**src/rtl/display_scan_ctrl.sv**
```systemverilog
// Time-multiplexed scan controller for a 3-digit common-anode 7-segment display:
// blank gap, 16-level PWM, leading-zero suppression, decimal points, per-frame input snapshot.
module display_scan_ctrl #(
    parameter int SLOT_LOG2    = 14,
    parameter int BLANK_CYCLES = 200
) (
    input  logic       CLK,
    input  logic       RST,
    input  logic [3:0] units,
    input  logic [3:0] tens,
    input  logic [3:0] hundreds,
    input  logic [2:0] dp,
    input  logic       lz_en,
    input  logic [3:0] brightness,
    input  logic       blank,
    output logic [7:0] SEG,
    output logic [2:0] DIGIT,
    output logic       frame_strobe
);

    typedef enum logic [1:0] {
        ST_BLANK,
        ST_ON,
        ST_OFF
    } state_t;

    localparam logic [SLOT_LOG2-1:0] BLANK_END = SLOT_LOG2'(BLANK_CYCLES);

    logic [SLOT_LOG2-1:0] cnt;
    logic [1:0]           idx;
    state_t               state;
    state_t               state_next;

    logic [3:0] snap_units;
    logic [3:0] snap_tens;
    logic [3:0] snap_hundreds;
    logic [2:0] snap_dp;
    logic       snap_lz;

    logic [3:0] v_units;
    logic [3:0] v_tens;
    logic [3:0] v_hundreds;
    logic [2:0] v_dp;
    logic       v_lz;

    logic       frame_start;
    logic       in_blank;
    logic       in_window;
    logic [3:0] cur_digit;
    logic       cur_dp;
    logic [2:0] digit_on;
    logic       suppress;
    logic [7:0] seg_next;
    logic [2:0] digit_next;

    function automatic logic [6:0] glyph(input logic [3:0] v);
        case (v)
            4'd0:    glyph = 7'h40;
            4'd1:    glyph = 7'h79;
            4'd2:    glyph = 7'h24;
            4'd3:    glyph = 7'h30;
            4'd4:    glyph = 7'h19;
            4'd5:    glyph = 7'h12;
            4'd6:    glyph = 7'h02;
            4'd7:    glyph = 7'h78;
            4'd8:    glyph = 7'h00;
            4'd9:    glyph = 7'h10;
            default: glyph = 7'h3F;
        endcase
    endfunction

    assign frame_start = (cnt == '0) && (idx == 2'd0);
    assign in_blank    = (cnt < BLANK_END);
    assign in_window   = (cnt[SLOT_LOG2-1 -: 4] <= brightness);

    // The snapshot edge itself already sees the new inputs, so a zero-length blank gap stays coherent.
    assign v_units    = frame_start ? units    : snap_units;
    assign v_tens     = frame_start ? tens     : snap_tens;
    assign v_hundreds = frame_start ? hundreds : snap_hundreds;
    assign v_dp       = frame_start ? dp       : snap_dp;
    assign v_lz       = frame_start ? lz_en    : snap_lz;

    always_comb begin
        cur_digit = v_units;
        cur_dp    = v_dp[0];
        digit_on  = 3'b110;
        suppress  = 1'b0;
        case (idx)
            2'd1: begin
                cur_digit = v_tens;
                cur_dp    = v_dp[1];
                digit_on  = 3'b101;
                suppress  = v_lz && (v_hundreds == 4'd0) && (v_tens == 4'd0);
            end
            2'd2: begin
                cur_digit = v_hundreds;
                cur_dp    = v_dp[2];
                digit_on  = 3'b011;
                suppress  = v_lz && (v_hundreds == 4'd0);
            end
            default: begin
            end
        endcase
    end

    // Phase for the current count; brightness is live so ON and OFF may alternate mid-slot.
    always_comb begin
        state_next = state;
        case (state)
            ST_BLANK: if (!in_blank) state_next = in_window ? ST_ON : ST_OFF;
            ST_ON: begin
                if (in_blank)        state_next = ST_BLANK;
                else if (!in_window) state_next = ST_OFF;
            end
            ST_OFF: begin
                if (in_blank)       state_next = ST_BLANK;
                else if (in_window) state_next = ST_ON;
            end
            default: state_next = ST_BLANK;
        endcase

        seg_next   = 8'hFF;
        digit_next = 3'b111;
        if ((state_next == ST_ON) && !blank && !suppress) begin
            seg_next   = {~cur_dp, glyph(cur_digit)};
            digit_next = digit_on;
        end
    end

    always_ff @(posedge CLK or posedge RST) begin
        if (RST) begin
            cnt           <= '0;
            idx           <= 2'd0;
            state         <= ST_BLANK;
            SEG           <= 8'hFF;
            DIGIT         <= 3'b111;
            frame_strobe  <= 1'b0;
            snap_units    <= 4'd0;
            snap_tens     <= 4'd0;
            snap_hundreds <= 4'd0;
            snap_dp       <= 3'd0;
            snap_lz       <= 1'b0;
        end else begin
            cnt <= cnt + 1'b1;
            if (cnt == '1)
                idx <= (idx == 2'd2) ? 2'd0 : idx + 2'd1;
            state        <= state_next;
            SEG          <= seg_next;
            DIGIT        <= digit_next;
            frame_strobe <= frame_start;
            if (frame_start) begin
                snap_units    <= units;
                snap_tens     <= tens;
                snap_hundreds <= hundreds;
                snap_dp       <= dp;
                snap_lz       <= lz_en;
            end
        end
    end

endmodule
```
**config.mk**
```make
export PLATFORM = sky130hd
export DESIGN_NAME = display_scan_ctrl
export DESIGN_NICKNAME = d
export VERILOG_FILES = /design/src/rtl/display_scan_ctrl.sv
export SDC_FILE = /design/constraint.sdc
export NUM_CORES = 1
export LEC_CHECK = 0
export BUFFER_PORTS_ARGS = -buffer_cell sky130_fd_sc_hd__buf_4
export CORE_ASPECT_RATIO = 0.8
export CORE_MARGIN = 4
export CORE_UTILIZATION = 50
export DETAILED_ROUTE_END_ITERATION = 16
export PLACE_DENSITY_LB_ADDON = 0.3
export SYNTH_ARGS = -nofsm -noshare
export SYNTH_HDL_FRONTEND = slang
export SYNTH_SLANG_ARGS = --single-unit
```
**constraint.sdc**
```tcl
create_clock -name CLK -period 2.5 [get_ports CLK]
set_input_delay 0.125 -clock CLK [delete_from_list [all_inputs] [get_ports CLK]]
set_output_delay 0.125 -clock CLK [all_outputs]
set_load 0.005 [all_outputs]
```
==> results by group, run 1 <==
Power and ir drop
  • Pleak: between 1 and 1.5 nW
  • Maximum vdd drop: roughly 0.00039 V
  • P per Cell Area: around 440 nW/um^2

Run status
  • Status: complete, but fails checks
  • Failing checks: setup timing

Min path
  • Worst hold path type: in2reg
  • Hold_sp: lz_en

Floorplan
  • Core area: 4310 um^2
  • Die area: about 5800 um^2
  • Die W: ~84 um
  • Starting Density: between 50% and 60%
  • Die Ht: 68.7 um
  • Placement row count: 21
  • IO Pins: 35

GRT
  • Largest net degree at the start of global routing: 30
  • All-Layer GR Usage: between 10% and 20%
  • Initial antenna violation count: 0
  • First-pass GRT wire length: 8860 um
  • Grt ovf: 0
  • Via count of the first global-routing pass: 1866

Clock tree
  • Clk_lat worst skew: ~300 ps
  • Root Driver: clkbuf_8
  • CTS tree: yes
  • Clk pin slew, worst setup/hold paths: 90 ps
  • H-tree levels: 2
  • TritonCTS Buffers: 5
  • Clock sinks: between 40 and 50
  • Maximum clock insertion buffer count: 2

Critical path
  • Reg2reg start: idx[0]
  • Setup crit start kind: flop
  • Most common cell on crit path: mux2_4
  • CP max stage cell: a221o_2
  • CP max FO: 8
  • Critical path class: reg2reg
  • Worst setup EP type: flop
  • CP arrival: 2770 ps
  • Worst-path cell chain: inv_2 -> ha_4 -> and4bb_2 -> nand4_4 -> buf_6 -> mux2_4 -> a221o_2 -> mux2_4 -> a32oi_1
  • Worst path buffer plus inverter count: 2
  • Worst EP required: between 2000 and 3000 ps
  • Top delay family on crit path: multiplexers
  • Worst setup path start: idx[0]
  • Crit path largest cell delay: between 400 and 500 ps

Finish
  • Post-layout nets: around 320
  • Utilization after layout: between 70% and 80%
  • Layout cells sized above 1: ~44%
  • Diode count: 0
  • Area occupied by multi-input gates: ~1100 um^2
  • P&R area growth vs syn: 34.8%
  • Fill count: 300
  • Register area: 1160 um^2

Routing
  • DRT antenna net count: 0
  • Initial drt markers: 98
  • Drt first pass iters: 4
  • Wire per inst: about 16 um
  • Final WL: around 5600 um
  • Via Count: around 1800
  • Drt via density: about 5.3
  • # DRC: 0

Yosys
  • Number of synthesis warnings: 0
  • Yosys reg bits: between 40 and 50
  • Yosys top cell area share: a little under two fifths
  • Top cell type by total area after synthesis: dfrtp_1
  • Count leader, synth: dfrtp_1
  • Synthesized net count: roughly 240
  • Fraction of registers with async set/reset: between 90% and 100%
  • Cell variety after synth: 42
  • Post-Synthesis Cells: roughly 210
  • Commonest cells in the netlist: dfrtp_1 (35), nand2_1 (23), inv_1 (21)
  • Post-synth top flop: dfrtp_1
  • Synth area leaders: dfrtp_1 (38%), dfstp_2 (13%), ha_1 (8.7%)
  • Cell Area, Synth: 2300 um^2
  • Seq/Total Area, Yosys: ~51%
  • Synthesized area per cell: between 10 and 15 um^2
  • Post-synth EDFFs: 0

STA
  • Final Worst Setup Slack: -43.7 ps
  • FMAX: between 300 and 400 MHz
  • Worst rel slew slack: between 50% and 60%
  • Worst Skew: between 7 and 8 ps
  • Hold slack: about 49 ps
  • Final Cycle Share: 102%
  • Worst-Margin Slew: ~630 ps
  • Finish-stage setup viols: 4
  • RSZ-0062 raised after global routing: true
  • Final hold violations: 0
  • Pins Over Slew Limit: 0
  • Final min period: 2540 ps

Run
  • Max-cap viol count: 0

Placed design
  • Count of input and output buffers: 34
  • Final GP Congestion: ~0.91
  • Dpl hpwl: about 3900 um
## per-stage QoR
stage / worst slack, ps / area, um^2 / total power [mW] / setup TNS, ps / std cells
final: -43.7 / 3100 / 1.35 / -120 / 341
after global routing: -129 / 3100 / 1.40 / -642 / 341
after CTS: -1.14 / 3010 / 1.35 / -1.14 / 336
after detailed placement: -160 / 2810 / 0.885 / -630 / 321
after global placement: -37.1 / 2810 / 0.881 / -88.0 / 321
after floorplan: 40.0 / 2300 / 0.833 / 0 / 205
## final timing paths
| check | endpoint | slack [ps] | cells past startpoint |
|---|---|---|---|
| hold / removal | snap_lz | 50 | 3 |
| setup / recovery | SEG[5] | -40 | 9 |
| hold reg to reg | cnt[0] | 450 | 1 |
| min in group asynchronous | frame_strobe | 380 | 3 |
| max in group asynchronous | DIGIT[0] | 1340 | 4 |
| setup reg to reg | SEG[5] | -40 | 9 |
## timing repair
| action | in CTS | in global routing |
|---|---|---|
| setup buffers | 6 | 5 |
| endpoints found under the hold margin | 7 | 0 |
| hold buffers | 1 | 0 |
| setup endpoints to repair | 8 | 7 |
| cloned | 0 | 0 |
| gates resized for setup | 15 | 12 |
| pin swaps | 7 | 3 |
## worst min-delay path, cell delays in order
cell and delay, ps:
buf_4 90, nand2_1 40, nand2_1 60
## cell usage in the layout (no fill, tap or decap), types with 2 or more instances in the layout
master / synthesis / routed
nor2b_1: 3 / 2
dfstp_2: 11 / 11
nand2_1: 23 / 23
nor3_1: 3 / 2
mux2i_1: 7 / 6
a32oi_1: 4 / 3
buf_6: 2 / 4
xnor2_1: 7 / 7
a21oi_1: 3 / 2
buf_4: 0 / 69
inv_2: 1 / 5
nand3_1: 8 / 8
ha_1: 16 / 12
ha_4: 0 / 3
xor2_1: 5 / 5
clkbuf_8: 0 / 5
mux2_2: 7 / 5
mux2_4: 2 / 4
o21a_1: 2 / 2
dfrtp_1: 35 / 35
nor2_1: 12 / 12
and3_1: 4 / 4
inv_1: 21 / 16
o21ai_0: 6 / 5
## per-layer routing
metal	wire length (um)	GRT usage [%]
met1	2600	26.4
met2	2540	32.3
met3	327	4.99
met4	89	6.43
met5	0	0
## where the power goes
part | total (mW) | switching, mW | internal, mW
logic | 0.124 | 0.0617 | 0.0624
registers | 0.764 | 0.00668 | 0.757
clock network | 0.465 | 0.267 | 0.198
total | 1.35 | 0.336 | 1.02
## flip-flops by register name, summed over array words and instances (netlist names), 2 cells and up
signal	flops
SEG	8
snap_units	4
snap_hundreds	4
idx	2
DIGIT	3
cnt	14
snap_dp	3
state	2
snap_tens	4
## kinds of logic (layout without fill, tap and decap cells)
kind of cell             after synthesis  in the layout  synth area share [%]
AND/OR/NAND/NOR                       64             64                  14.7
flip-flops                            46             46                  50.7
buffers and inverters                 25            104                  4.79
XOR/XNOR                              12             12                  4.57
adder cells (fa/ha/maj)               16             16                  8.71
AO/OA/AOI/OAI                         25             25                  8.16
multiplexers                          17             17                  8.38
## area by class of cell
class,count,share of cell area [%]
timing repair buffer,74,18.5
tap,57,2.30
sequential,46,37.6
inverter,22,2.66
clock buffer,5,2.22
clock inverter,3,0.646
multi-input combinational,134,36.1
No activity file was read; power rests on OpenSTA's default activity.
==> run 2: changes to the inputs <==
--- a/config.mk
+++ b/config.mk
@@ -5,7 +5,7 @@
 export SDC_FILE = /design/constraint.sdc
 export NUM_CORES = 1
 export LEC_CHECK = 0
-export BUFFER_PORTS_ARGS = -buffer_cell sky130_fd_sc_hd__buf_4
+export BUFFER_PORTS_ARGS = -buffer_cell sky130_fd_sc_hd__buf_2
 export CORE_ASPECT_RATIO = 0.8
 export CORE_MARGIN = 4
 export CORE_UTILIZATION = 50
==> run 2 against run 1 <==
The flow still finishes with violations (setup timing). Clock power increased by 13%. Maximum frequency shrank 0.78%. Sequential power about the same. Non-clock buffer count is 5 lower. Core utilization increased by 0.15 points. Sequential share of layout area decreased by 0.076 points. Count of clock-buffer cells in the layout grew 1. Largest power group unchanged.
==> results by group, run 2 (synthesis results as in run 1) <==
Critical path
  • Reg2reg start: idx[1]
  • Critical path class: reg2reg
  • Setup crit start kind: flop
  • Reg2Reg Depth: 12 (+3)
  • Worst reg2reg path endpoint: SEG[6]
  • Worst setup path start: idx[1]
  • CP arrival: 2810 ps (+40 ps)
  • CP max FO: 5 (-3)
  • Worst EP required: 2740 ps (about the same)
  • FF-to-FF setup slack: -60 ps (-20 ps)
  • Critical path destination: SEG[6]
  • Worst setup EP type: flop

Clock tree
  • H-tree levels: 2 (unchanged)
  • Root Driver: clkbuf_8
  • CTS tree: yes
  • Clock sinks: 46 (unchanged)
  • Maximum clock insertion buffer count: 2 (unchanged)
  • Clk pin slew, worst setup/hold paths: 100 ps (about the same)
  • Clk_lat worst skew: 310 ps (about the same)
  • TritonCTS Buffers: 5 (unchanged)

STA
  • Final Cycle Share: 103% (+0.80 points)
  • Final Worst Setup Slack: -63.8 ps (-20.0 ps)
  • Worst-Margin Slew: 575 ps (-59.1 ps)
  • Worst Skew: 14.4 ps (+7.33 ps)
  • Pins Over Slew Limit: 0 (unchanged)
  • RSZ-0062 raised after global routing: true
  • FMAX: 390 MHz (-0.78%)
  • Finish-stage setup viols: 4 (unchanged)
  • Final hold violations: 0 (unchanged)
  • Final setup TNS: -160 ps (-40.6 ps)
  • Final min period: 2560 ps (+20.0 ps)
  • Worst rel slew slack: 61.7% (+4.2 points)

Routing
  • Via Count: 1774 (-2.5%)
  • Wire per inst: 16.0 um (-1.5%)
  • Final WL: 5410 um (-2.6%)
  • DRT antenna net count: 0 (unchanged)
  • Drt first pass iters: 4 (unchanged)
  • # DRC: 0 (unchanged)
  • Initial drt markers: 127 (+30%)
  • Drt via density: 5.26 (-1.4%)

Floorplan
  • Die area: 5760 um^2 (unchanged)
  • Starting Density: 53.4% (unchanged)
  • Core area: 4310 um^2 (unchanged)
  • Placement row count: 21 (unchanged)
  • Die W: 83.8 um (unchanged)
  • IO Pins: 35 (unchanged)
  • Die Ht: 68.7 um (unchanged)

Min path
  • Worst hold path type: in2reg

Placed design
  • Place WS: -136 ps (+24.1 ps)
  • Dpl hpwl: 3430 um (-11%)
  • Count of input and output buffers: 34 (unchanged)
  • Final GP Congestion: 0.813 (-11%)
  • Cell Area, Placed: 2700 um^2 (-3.9%)

GRT
  • Grt ovf: 0 (unchanged)
  • Initial antenna violation count: 0 (unchanged)
  • Via count of the first global-routing pass: 1673 (-10%)
  • Largest net degree at the start of global routing: 47 (+57%)
  • All-Layer GR Usage: 18.4% (-1.4 points)
  • First-pass GRT wire length: 8070 um (-8.9%)

Finish
  • Commonest non-fill, non-tap cell in the layout: dfrtp_1
  • P&R area growth vs syn: 35.1%
  • Layout cells sized above 1: 46.1% (+2.1 points)
  • Post-layout nets: 318 (-1.2%)
  • Diode count: 0 (unchanged)
  • Commonest cells after routing, fill and taps aside: dfrtp_1 (35), buf_2 (34), buf_4 (28)
  • Max reg flops: 14 (unchanged)
  • Utilization after layout: 72.1% (+0.15 points)
  • Design Area, Final: 3110 um^2 (+0.20%)
  • Most flop-heavy register: cnt
  • Biggest regs: cnt x14, SEG x8

Power and ir drop
  • Pleak: 1.47 nW (-1.7%)
  • Maximum vdd drop: 0.000340 V (-13%)
  • P per Cell Area: 455 nW/um^2 (+4.2%)
  • Pwr Total: 1.41 mW (+4.4%)

Run status
  • Failing checks: setup timing
  • Status: complete, but fails checks

Run
  • Max-cap viol count: 0 (unchanged)
[run 2: cell count changes in the layout (fill, tap and decap cells not counted), sizes merged]
cell    change
buf         -6
clkinv      -2
inv         +1
clkbuf      +2
nor2        +1
[run 2: layout make-up]
cell class	count	area, um^2
Clock buffer	6	93.8
Clock inverter	2	12.5
Fill cell	289	1200
Inverter	22	82.6
Multi-Input combinational cell	135	1200
Sequential cell	46	1160
Tap cell	57	71.3
Timing Repair Buffer	69	480
[run 2: layer usage]
| layer | share of wire (%) | wire [um] | global-route usage (%) |
|---|---|---|---|
| met3 | 5.9 | 321 | 4.39 |
| met5 | 0 | 0 | 0 |
| met1 | 49 | 2660 | 26.5 |
| met4 | 2.5 | 133 | 8.43 |
| met2 | 42 | 2290 | 26.5 |
[run 2: worst min path at each step]
stage / from / to / slack [ps] / depth (start not counted)
floorplan: lz_en / snap_lz / 240 / 2
global placement: RST / frame_strobe / 290 / 3
detailed placement: RST / frame_strobe / 300 / 3
CTS: lz_en / snap_lz / 20 / 3
global route: lz_en / snap_lz / 30 / 3
finish: lz_en / snap_lz / 30 / 3
[run 2: worst max-delay path, cell delays in order, from the launching register on]
cell	delay (ps)
dfrtp_1	400
inv_2	60
ha_1	130
and4bb_2	260
nand4_4	170
buf_4	190
mux2_2	280
a22o_1	260
nor2_4	150
inv_2	110
ha_2	210
mux2i_1	150
o21ai_0	100
[run 2: where the power goes]
part | switching [mW] | internal [mW] | leakage [nW] | total (mW)
Clock | 0.268 | 0.259 | 0.0572 | 0.527
Combinational | 0.0669 | 0.0561 | 0.862 | 0.123
Sequential | 0.00522 | 0.757 | 0.553 | 0.763
[run 2: repair_timing]
item                                   4_1_cts  5_1_grt
setup endpoints to repair                    8        8
buffers inserted                             2        8
pin swaps                                    1       11
hold buffers                                 1        0
resized for setup                            6       35
endpoints found under the hold margin       35        0
cloned                                       0        2
[run 2: through the flow]
stage / hold WS, ps / std cells
floorplan: 237 / 205
global placement: 293 / 316
detailed placement: 297 / 316
CTS: 23.3 / 327
global route: 32.7 / 337
finish: 32.2 / 337
==> run 3: changes to the inputs <==
--- a/config.mk
+++ b/config.mk
@@ -11,6 +11,7 @@
 export CORE_UTILIZATION = 50
 export DETAILED_ROUTE_END_ITERATION = 16
 export PLACE_DENSITY_LB_ADDON = 0.3
+export SETUP_SLACK_MARGIN = 0.1
 export SYNTH_ARGS = -nofsm -noshare
 export SYNTH_HDL_FRONTEND = slang
 export SYNTH_SLANG_ARGS = --single-unit
==> constraint.sdc (replaced) <==
create_clock -name CLK -period 2.5 [get_ports CLK]
set_input_delay 0 -clock CLK [delete_from_list [all_inputs] [get_ports CLK]]
set_output_delay 0 -clock CLK [all_outputs]
set_load 0.005 [all_outputs]
==> run 3 against run 2 <==
Global-route usage is 2.4 points higher. Final cell count grew 4.7%. Critical endpoint is now SEG[5]. Maximum frequency decreased by 3.2%. Register-to-register slack worse by 80 ps. Clock power is 15% higher. The flow still finishes with violations (setup timing). Wire length is 18% higher. Worst hold slack improved by 140 ps. Die area is the same.
==> results by group, run 3 (synthesis results as in run 1) <==
Run status
  • Status: complete, but fails checks
  • Failing checks: setup timing

Clock tree
  • Clk pin slew, worst setup/hold paths: 90 ps (about the same)
  • Clk_lat worst skew: 310 ps (about the same)
  • Clock sinks: 46 (unchanged)
  • H-tree levels: 2 (unchanged)
  • CTS tree: yes
  • Maximum clock insertion buffer count: 2 (unchanged)
  • Root Driver: clkbuf_8
  • TritonCTS Buffers: 5 (unchanged)

GRT
  • Largest net degree at the start of global routing: 25 (-47%)
  • Via count of the first global-routing pass: 1825 (+9.1%)
  • All-Layer GR Usage: 20.9% (+2.4 points)
  • Initial antenna violation count: 0 (unchanged)
  • First-pass GRT wire length: 9060 um (+12%)
  • Grt ovf: 0 (unchanged)

STA
  • Final setup TNS: -653 ps (-493 ps)
  • Final Cycle Share: 106% (+3.4 points)
  • FMAX: 378 MHz (-3.2%)
  • Worst rel slew slack: 44.9% (-17 points)
  • Worst Skew: 4.11 ps (-10.3 ps)
  • Worst-Margin Slew: 821 ps (+247 ps)
  • Final Worst Setup Slack: -148 ps (-84.5 ps)
  • Final min period: 2650 ps (+84.5 ps)
  • Pins Over Slew Limit: 0 (unchanged)
  • Hold slack: 169 ps (+136 ps)
  • Finish-stage setup viols: 9 (+5)
  • RSZ-0062 raised after global routing: true
  • Final hold violations: 0 (unchanged)

Floorplan
  • Core area: 4310 um^2 (unchanged)
  • Die area: 5760 um^2 (unchanged)
  • Die W: 83.8 um (unchanged)
  • IO Pins: 35 (unchanged)
  • Starting Density: 53.4% (unchanged)
  • Placement row count: 21 (unchanged)
  • Die Ht: 68.7 um (unchanged)

Placed design
  • Dpl cells: 313 (-0.95%)
  • Cell Area, Placed: 2680 um^2 (-0.65%)
  • Dpl hpwl: 3400 um (-0.68%)
  • Count of input and output buffers: 34 (unchanged)
  • Final GP Congestion: 0.875 (+7.7%)
  • Place WS: -80.8 ps (+55.4 ps)

Critical path
  • Worst-path cell chain: inv_2 -> ha_4 -> and4bb_2 -> nand4_4 -> buf_4 -> buf_16 -> mux2i_4 -> a41oi_2 -> nor3_4 -> buf_4 -> nor2_2 -> a32oi_2
  • Reg2reg start: cnt[1]
  • Worst setup EP type: flop
  • Worst setup path start: cnt[1]
  • CP arrival: 2880 ps (+70 ps)
  • Setup crit start kind: flop
  • CP max FO: 9 (+4)
  • Critical path class: reg2reg
  • Worst EP required: 2730 ps (about the same)
  • Most common cell on crit path: buf_4
  • CP max stage cell: dfrtp_1
  • Crit path largest cell delay: 410 ps (about the same)

Finish
  • Commonest cells after routing, fill and taps aside: dfrtp_1 (35), buf_2 (34), buf_4 (27)
  • Most flop-heavy register: cnt
  • Layout Cells excl Fill: 353 (+4.7%)
  • Design Area, Final: 3320 um^2 (+6.8%)
  • Utilization after layout: 77.0% (+4.9 points)
  • Layout cells sized above 1: 43.2% (-2.8 points)
  • Commonest non-fill, non-tap cell in the layout: dfrtp_1
  • Post-layout nets: 334 (+5.0%)
  • P&R area growth vs syn: 44.3%
  • Biggest regs: cnt x14, SEG x8
  • Max reg flops: 14 (unchanged)
  • Diode count: 0 (unchanged)

Routing
  • Via Count: 1932 (+8.9%)
  • # DRC: 0 (unchanged)
  • Final WL: 6390 um (+18%)
  • DRT antenna net count: 0 (unchanged)
  • Drt via density: 5.47 (+4.0%)
  • Initial drt markers: 112 (-12%)
  • Drt first pass iters: 6 (+2)
  • Wire per inst: 18.1 um (+13%)

Power and ir drop
  • Sequential power share: 50.4% (-3.6 points)
  • P per Cell Area: 457 nW/um^2 (+0.59%)
  • Combinational power share: 9.5% (+0.8 points)
  • Pwr Total: 1.52 mW (+7.5%)
  • Maximum vdd drop: 0.000497 V (+46%)
  • Switching Share: 22.6% (-1.5 points)
  • Clk pwr share: 40.1% (+2.8 points)
  • Switching pwr: 0.343 mW (+0.66%)
  • Internal Power: 1.18 mW (+9.6%)
  • Pleak: 1.55 nW (+5.4%)

Min path
  • Hold_sp: units[3]
  • Worst hold path type: in2reg

Run
  • Max-cap viol count: 0 (unchanged)
run 3: cell types whose count changed in the layout (fill, tap and decap cells not counted), sizes merged:
cell | previous run | this run
a221o | 2 | 3
buf | 67 | 66
clkbuf | 7 | 9
dlygate4sd3 | 1 | 17
inv | 23 | 21
run 3: what timing repair did:
action	CTS	global route
pin swaps	12	9
endpoints found under the setup margin	10	10
hold endpoints to repair	28	0
setup buffers	6	5
hold buffers	17	0
resized for setup	25	20
gates cloned	3	1
run 3: routing by layer:
metal	global-route usage, %	vias up	part of all wire (%)	wire length, um
li1	-	894	-	-
met1	26.5	933	44	2820
met2	33.4	86	46	2920
met3	6.65	19	7.1	452
met4	9.24	0	3.1	197
met5	0	-	0	0
run 3: critical path: cells and delay by family (launching register included):
| family | cells | cell delay, ps |
|---|---|---|
| AO/OA/AOI/OAI | 2 | 420 |
| buffers and inverters | 4 | 600 |
| multiplexers | 1 | 240 |
| AND/OR/NAND/NOR | 4 | 760 |
| flip-flops | 1 | 410 |
| adder cells (fa/ha/maj) | 1 | 130 |
run 3: area by class of cell:
class                           count  area [um^2]
Multi-Input combinational cell    136         1220
Fill cell                         268          990
Inverter                           22         82.6
Sequential cell                    46         1160
Tap cell                           57         71.3
Clock buffer                        8          133
Timing Repair Buffer               84          649
run 3: final timing paths:
kind / slack (ps) / cells after the start / to
max in group asynchronous: 1480 / 4 / state[1]
worst max register to register: -150 / 12 / SEG[5]
worst max-delay path: -150 / 12 / SEG[5]
min in group asynchronous: 280 / 3 / cnt[12]
worst min register to register: 500 / 2 / snap_lz
worst min-delay path: 170 / 4 / snap_units[3]
run 3: power by group through the flow:
stage               logic (mW)  clock network, mW  registers, mW
floorplan               0.0581                  0          0.775
global placement        0.0928                  0          0.776
detailed placement      0.0943                  0          0.776
CTS                      0.129              0.609          0.764
global route             0.157              0.646          0.766
finish                   0.145              0.608          0.765
